## src/rtl/mem_responder_if.sv

```systemverilog
// Memory-port bundle between the processor datapath (master) and mem_responder (slave).
interface mem_responder_if;
  logic        MemReq;
  logic        MemWrite;
  logic [31:0] Adr;
  logic [31:0] WriteData;
  logic [31:0] ReadData;
  logic        MemReady;
  logic        MemErr;

  modport master (
    output MemReq, MemWrite, Adr, WriteData,
    input  ReadData, MemReady, MemErr
  );

  modport slave (
    input  MemReq, MemWrite, Adr, WriteData,
    output ReadData, MemReady, MemErr
  );
endinterface

```

## src/rtl/mem_responder.sv

```systemverilog
// Word-addressed unified memory with WAIT_CYCLES wait states and a one-cycle ready pulse.
// Optional feature: define MEM_ALIGN_CHECK_EN to flag misaligned addresses as errors.
module mem_responder #(
  parameter int DEPTH       = 64,
  parameter int WAIT_CYCLES = 2
) (
  input  logic            clk,
  input  logic            reset,
  mem_responder_if.slave  bus
);
  localparam int AW = (DEPTH > 1) ? $clog2(DEPTH) : 1;
  localparam int CW = 16;

  typedef enum logic [1:0] {IDLE, BUSY, RESP} state_e;

  state_e        state_q, state_d;
  logic [CW-1:0] cnt_q, cnt_d;
  logic [31:0]   adr_q, adr_d;
  logic [31:0]   wdata_q, wdata_d;
  logic          we_q, we_d;
  logic [31:0]   rdata_q, rdata_d;
  logic          err_q, err_d;

  logic [31:0]   mem [DEPTH];

  logic          accept;
  logic          enter_resp;
  logic [31:0]   adr_sel;
  logic [31:0]   wdata_sel;
  logic          we_sel;
  logic [29:0]   word_idx;
  logic [AW-1:0] mem_idx;
  logic          acc_err;
  logic          mem_we;

  // With zero wait states RESP is entered on the accepting edge, so the live bus
  // values stand in for the not-yet-loaded capture registers.
  assign accept     = (state_q == IDLE) && bus.MemReq;
  assign enter_resp = (accept && (WAIT_CYCLES == 0)) ||
                      ((state_q == BUSY) && (cnt_q == '0));
  assign adr_sel    = (state_q == IDLE) ? bus.Adr       : adr_q;
  assign wdata_sel  = (state_q == IDLE) ? bus.WriteData : wdata_q;
  assign we_sel     = (state_q == IDLE) ? bus.MemWrite  : we_q;
  assign word_idx   = adr_sel[31:2];
  assign mem_idx    = word_idx[AW-1:0];

`ifdef MEM_ALIGN_CHECK_EN
  assign acc_err = ({2'b00, word_idx} >= 32'(DEPTH)) || (adr_sel[1:0] != 2'b00);
`else
  logic unused_adr_lsbs;
  assign unused_adr_lsbs = ^adr_sel[1:0];
  assign acc_err         = ({2'b00, word_idx} >= 32'(DEPTH));
`endif

  // A reset on the RESP-entry edge aborts the transaction, pending write included.
  assign mem_we = enter_resp && !acc_err && we_sel && !reset;

  // State register
  always_ff @(posedge clk) begin
    // NOTE: sequential state uses non-blocking assignments so every flop samples
    // pre-edge values regardless of process evaluation order.
    if (reset) begin
      state_q <= IDLE;
      cnt_q   <= '0;
      adr_q   <= '0;
      wdata_q <= '0;
      we_q    <= 1'b0;
      rdata_q <= '0;
      err_q   <= 1'b0;
    end else begin
      state_q <= state_d;
      cnt_q   <= cnt_d;
      adr_q   <= adr_d;
      wdata_q <= wdata_d;
      we_q    <= we_d;
      rdata_q <= rdata_d;
      err_q   <= err_d;
    end
  end

  // NOTE: the array has no reset; clearing a RAM would need a per-word sequencer
  // and the contents are deliberately preserved across reset.
  always_ff @(posedge clk) begin
    if (mem_we) begin
      mem[mem_idx] <= wdata_sel;
    end
  end

  // Next-state logic
  always_comb begin
    // NOTE: every comb output is given a default first so no path leaves it
    // unassigned, which would otherwise infer a latch.
    state_d = state_q;
    case (state_q)
      IDLE:    if (bus.MemReq) state_d = (WAIT_CYCLES == 0) ? RESP : BUSY;
      BUSY:    if (cnt_q == '0) state_d = RESP;
      RESP:    state_d = IDLE;
      default: state_d = IDLE;
    endcase
  end

  // Capture, wait counter and response datapath
  always_comb begin
    cnt_d   = cnt_q;
    adr_d   = adr_q;
    wdata_d = wdata_q;
    we_d    = we_q;
    rdata_d = rdata_q;
    err_d   = err_q;

    if (accept) begin
      adr_d   = bus.Adr;
      wdata_d = bus.WriteData;
      we_d    = bus.MemWrite;
      cnt_d   = CW'(WAIT_CYCLES - 1);
    end

    if ((state_q == BUSY) && (cnt_q != '0)) begin
      cnt_d = cnt_q - 1'b1;
    end

    if (enter_resp) begin
      err_d = acc_err;
      if (acc_err) begin
        rdata_d = '0;
      end else if (!we_sel) begin
        rdata_d = mem[mem_idx];
      end
    end

    if (state_q == RESP) begin
      err_d = 1'b0;
    end
  end

  // Output logic
  always_comb begin
    bus.MemReady = (state_q == RESP);
    bus.ReadData = rdata_q;
    bus.MemErr   = err_q;
  end

endmodule

```

## src/flat_wrapper.sv

```systemverilog
// flat-port wrapper written by rule: the top's interface ports become plain ports
module mem_responder_flat 
#(
  parameter int DEPTH       = 64,
  parameter int WAIT_CYCLES = 2
)
  (clk, reset, bus_MemReq, bus_MemWrite, bus_Adr, bus_WriteData, bus_ReadData, bus_MemReady, bus_MemErr);
  mem_responder_if bus_i ();
  input  logic clk;
  input  logic reset;
  input wire logic [$bits(bus_i.MemReq)-1:0] bus_MemReq;
  input wire logic [$bits(bus_i.MemWrite)-1:0] bus_MemWrite;
  input wire logic [$bits(bus_i.Adr)-1:0] bus_Adr;
  input wire logic [$bits(bus_i.WriteData)-1:0] bus_WriteData;
  output wire logic [$bits(bus_i.ReadData)-1:0] bus_ReadData;
  output wire logic [$bits(bus_i.MemReady)-1:0] bus_MemReady;
  output wire logic [$bits(bus_i.MemErr)-1:0] bus_MemErr;
  assign bus_i.MemReq = bus_MemReq;
  assign bus_i.MemWrite = bus_MemWrite;
  assign bus_i.Adr = bus_Adr;
  assign bus_i.WriteData = bus_WriteData;
  assign bus_ReadData = bus_i.ReadData;
  assign bus_MemReady = bus_i.MemReady;
  assign bus_MemErr = bus_i.MemErr;
  mem_responder #(.DEPTH(DEPTH), .WAIT_CYCLES(WAIT_CYCLES)) u_core (.clk(clk), .reset(reset), .bus(bus_i));
endmodule
```

## config.mk

```make
export PLATFORM = sky130hd
export DESIGN_NAME = mem_responder_flat
export DESIGN_NICKNAME = d
export VERILOG_FILES = /design/src/rtl/mem_responder_if.sv /design/src/rtl/mem_responder.sv /design/src/flat_wrapper.sv
export SDC_FILE = /design/constraint.sdc
export NUM_CORES = 2
export LEC_CHECK = 0
export CORE_ASPECT_RATIO = 2
export CORE_MARGIN = 2
export CORE_UTILIZATION = 45
export DETAILED_ROUTE_END_ITERATION = 10
export MAX_ROUTING_LAYER = met4
export PLACE_DENSITY = 0.65
export REMOVE_ABC_BUFFERS = 1
export SKIP_CTS_REPAIR_TIMING = 1
export SYNTH_ARGS = -nofsm -noshare
export SYNTH_HDL_FRONTEND = slang
export SYNTH_SLANG_ARGS = --single-unit
```

## constraint.sdc

```tcl
create_clock -name clk -period 8.7 [get_ports clk]
set_input_delay 0.87 -clock clk [delete_from_list [all_inputs] [get_ports clk]]
set_output_delay 0.87 -clock clk [all_outputs]
set_load 0.05 [all_outputs]
```

==> flow_results.org <==
** Logic synthesis
- Averaged over all synthesized cells, the footprint is 14.6 sq um.
- Yosys attributes the largest share of cell area to sky130_fd_sc_hd__edfxtp_1 75%, sky130_fd_sc_hd__nand2_1 5.1%, sky130_fd_sc_hd__a21oi_1 3.0%, sky130_fd_sc_hd__dfxtp_1 2.8%, sky130_fd_sc_hd__o22ai_1 2.5%.
- Sequential fraction of the synthesis area :: 77.9%
- Number of distinct library cells after synthesis :: 78
- Summing every instance area after synthesis gives 81900 sq um.
- Fraction of registers with async set/reset :: 0%
- The cell count after synthesis came out at 5606.
- For this run, the leading register cell type out of synthesis is sky130_fd_sc_hd__edfxtp_1.
- Area share of the largest cell type after synthesis :: 75.1%
- Register bit total from synthesis :: 2162
- Most frequent cells after synthesis :: 2048 x sky130_fd_sc_hd__edfxtp_1, 1114 x sky130_fd_sc_hd__nand2_1, 493 x sky130_fd_sc_hd__a21oi_1
- In this run, synthesis inferred 2048 flip-flops with an integrated enable.
- The Yosys step of the flow raised 0 warnings.
- The most common cell in the synthesized netlist is sky130_fd_sc_hd__edfxtp_1.
- The synthesized design spends more area on one cell type than any other, namely sky130_fd_sc_hd__edfxtp_1.

** Final layout
- The area growth from synthesis to layout is 12.2%.
- In the final layout, the share of cells above drive strength 1 is 10.0%.
- In the final design database the tool counted 5741 nets.
- Summing all multi-input logic gate instances after layout gives 17100 sq um.
- Register cell area after layout :: 63800 sq um
- Core utilization of the finished layout :: 50.7%
- Fill cell total of the finished layout :: 14700
- After the flow finishes, the layout carries non-filler instances totaling 8154.

** GRT
- Antenna violations before repair :: 11
- Wire length of the first global-routing pass :: 361000 um
- The via count of the first global-routing pass was 50900.
- Pin count of the biggest net entering global routing :: 168
- Summed over all layers, the global routing overflow is 0.
- Overall routing resource usage :: 27.8%

** Clock network
- Clock-pin slew was measured on the worst setup and hold paths at 70 ps.
- Cell at the root of the clock tree :: sky130_fd_sc_hd__clkbuf_16
- In this run the number of H-tree levels came out at 4.
- Clock latency on the worst-skew pair, taken at its later pin, is 830 ps.
- The tree built by TritonCTS fans out to 2162 sinks.
- The clock passes through at most 4 buffers.
- Number of clock buffers inserted by TritonCTS :: 176
- TritonCTS built the clock tree.

** Worst setup path
- Reg-to-reg setup timing slack :: 3450 ps
- STA classifies the critical path endpoint as a register.
- The worst register-to-register path ends at u_core.bus.ReadData[23].
- STA puts the critical path data arrival time at 5970 ps.
- Type of the setup path with the least slack :: register to register
- Startpoint type of the worst setup path :: register
- Along the worst path, the maximum fanout reaches 167.
- Cell count of the worst reg-to-reg path :: 10
- In this run the critical register-to-register path is launched from u_core.state_q[1].
- Required time of the critical path :: 9420 ps

** Routing
- Vias after detailed routing :: 52400
- Dividing the detail-routed wire length by the instance count gives 31.6 um.
- Initial DRC count :: 7006
- The count of nets left with antenna violations once routing finished came out at 0.
- Vias per inst :: 6.42
- In the routed design, unresolved DRC markers number 0.
- Final wirelength :: 258000 um
- For this run, the detailed router's first-pass iteration total came to 6.

** STA
- For the final database, setup skew stands at 40.7 ps.
- The worst path needs 5250 ps of the cycle, external delays included.
- Final hold viol count :: 0
- The worst path uses 60.3% of the clock period.
- Setup violations remaining at the end of the flow were counted as 0.
- Count of pins over their slew limit :: 0
- Timing would allow up to 191 MHz.
- Final hold slack :: 455 ps
- Worst relative slew slack :: 3.40%
- Setup repair after global routing left no endpoint under its margin.
- For the pin with the worst max-slew slack, the measured transition is 1440 ps.

** Pwr
- Share of power burned in the clock network :: 26.8%
- Net switching is 35.2% of the power.
- IR analysis of the VDD net gives a maximum drop of 0.000478 V.
- For this design the static power due to leakage is 0.0291 uW.
- Internal power comes to 19300 uW.
- Power per unit of standard cell area :: 325 nW/um^2
- Of the total power, combinational logic draws 29.4%.
- Sequential power share :: 43.8%
- Total power for the finished layout comes to 29900 uW.
- Psw :: 10500 uW

** Floorplanning
- The region available for standard cell placement spans 181000 sq um.
- Die Width :: 306 um
- Once the floorplan was initialized, standard cells occupied 45.2% of the core.
- The floorplan has 221 rows.
- In this run the count of I/O pins placed on the die edge is 102.
- DIE AREA :: 186000 sq um
- Die span in y :: 607 um

** Placed design
- Post-placement cell count :: 7834
- Input and output buffers added on the ports amount to 99.
- Routability-driven placement finished with a final weighted congestion of 0.882.
- Once detailed placement completed, the half-perimeter wirelength came to 145000 um.

** Worst hold path
- Hold depth :: 2
- The worst hold path begins at u_core.wdata_q[31].
- The worst hold path terminates at u_core.wdata_q[31].
- The worst hold path belongs to the class register to register.

** Run status
- The flow ran to the end, and the final reports show no timing, DRC or antenna violations.

** Job
- Max Cap Violations :: 0
-- critical path, stage by stage, from the launching register on --
cell and delay (ps):
sky130_fd_sc_hd__dfxtp_1 990, sky130_fd_sc_hd__o21ai_2 240, sky130_fd_sc_hd__nand2_8 720, sky130_fd_sc_hd__buf_12 640, sky130_fd_sc_hd__nand2_1 150, sky130_fd_sc_hd__a32o_1 320, sky130_fd_sc_hd__nor4_1 820, sky130_fd_sc_hd__buf_4 260
sky130_fd_sc_hd__o22ai_1 80, sky130_fd_sc_hd__or3_1 400, sky130_fd_sc_hd__o31ai_1 240
-- routing by layer --
layer	wire, um	GRT usage [%]	part of all wire, %	vias up
met3	23200	4.05	9.0	802
met5	0	-	0	-
met4	16300	15.3	6.3	0
li1	-	-	-	21800
met2	130000	47.1	51	3333
met1	87900	31.6	34	26400
-- sequential cells by signal, indices dropped and copies added, names as in the netlist --
| signal | flops |
|---|---|
| u_core.state_q | 2 |
| u_core.cnt_q | 16 |
| u_core.mem | 2048 |
| u_core.we_q | 1 |
| u_core.adr_q | 30 |
| u_core.bus.MemErr | 1 |
| u_core.wdata_q | 32 |
| u_core.bus.ReadData | 32 |
-- final cells by class --
cell class | instances | area share, %
sequential | 2162 | 69.4
multi-input combinational | 3060 | 18.6
clock buffer | 227 | 5.24
tap | 2341 | 3.19
timing repair buffer | 266 | 2.67
clock inverter | 88 | 0.908
inverter | 5 | 0.0204
antenna | 5 | 0.0136
-- cell usage in the layout (no fill, tap or decap), types with 43 or more instances in the layout --
master	instances
sky130_fd_sc_hd__o221ai_1	86
sky130_fd_sc_hd__nor3_1	68
sky130_fd_sc_hd__o22ai_1	331
sky130_fd_sc_hd__nand2_1	1077
sky130_fd_sc_hd__nor2_4	66
sky130_fd_sc_hd__a32oi_1	225
sky130_fd_sc_hd__nor2_1	158
sky130_fd_sc_hd__dfxtp_1	114
sky130_fd_sc_hd__a21oi_1	491
sky130_fd_sc_hd__nand3_1	67
sky130_fd_sc_hd__clkdlybuf4s50_1	98
sky130_fd_sc_hd__clkbuf_16	181
sky130_fd_sc_hd__a31oi_1	43
sky130_fd_sc_hd__buf_4	150
sky130_fd_sc_hd__o21ai_0	96
sky130_fd_sc_hd__edfxtp_1	2048
-- how the worst max path moves through the flow --
stage / startpoint / endpoint / slack [ps]
after floorplan: bus_Adr[2] / u_core.bus.ReadData[1] / -7880
after global placement: bus_Adr[2] / u_core.bus.ReadData[23] / 2830
after detailed placement: bus_Adr[2] / u_core.bus.ReadData[23] / 2820
after CTS: u_core.state_q[1] / u_core.bus.ReadData[23] / 3630
after global routing: u_core.state_q[1] / u_core.bus.ReadData[23] / 3450
final: u_core.state_q[1] / u_core.bus.ReadData[23] / 3450
-- power groups by stage --
stage | Sequential, uW | Combinational [uW] | Clock, uW
2_1_floorplan | 13300 | 5410 | 0
5_1_grt | 13100 | 9190 | 8380
3_5_place_dp | 13300 | 8570 | 0
4_1_cts | 13100 | 8600 | 8050
3_3_place_gp | 13300 | 8370 | 0
6_report | 13100 | 8780 | 8020
-- metrics by stage --
stage               setup TNS [ps]  area (sq um)  setup slack, ps
floorplan                 -5390000         80100            -7880
global placement                 0         86300             2830
detailed placement               0         86300             2820
CTS                              0         91900             3630
global route                     0         91900             3450
finish                           0         91900             3450
-- cells by family (layout without fill, tap and decap cells) --
kind of cell / count (synthesis) / after routing / share of synthesized area, %
DFF: 2162 / 2162 / 77.9
adders and majority gates: 2 / 2 / 0.0306
other: 0 / 5 / 0
buffers and inverters: 384 / 586 / 2.16
AOI/OAI and AO/OA: 1429 / 1429 / 11.3
and+or+nand+nor: 1586 / 1586 / 8.05
muxes: 43 / 43 / 0.549
Power figures use the tool's default switching activity.
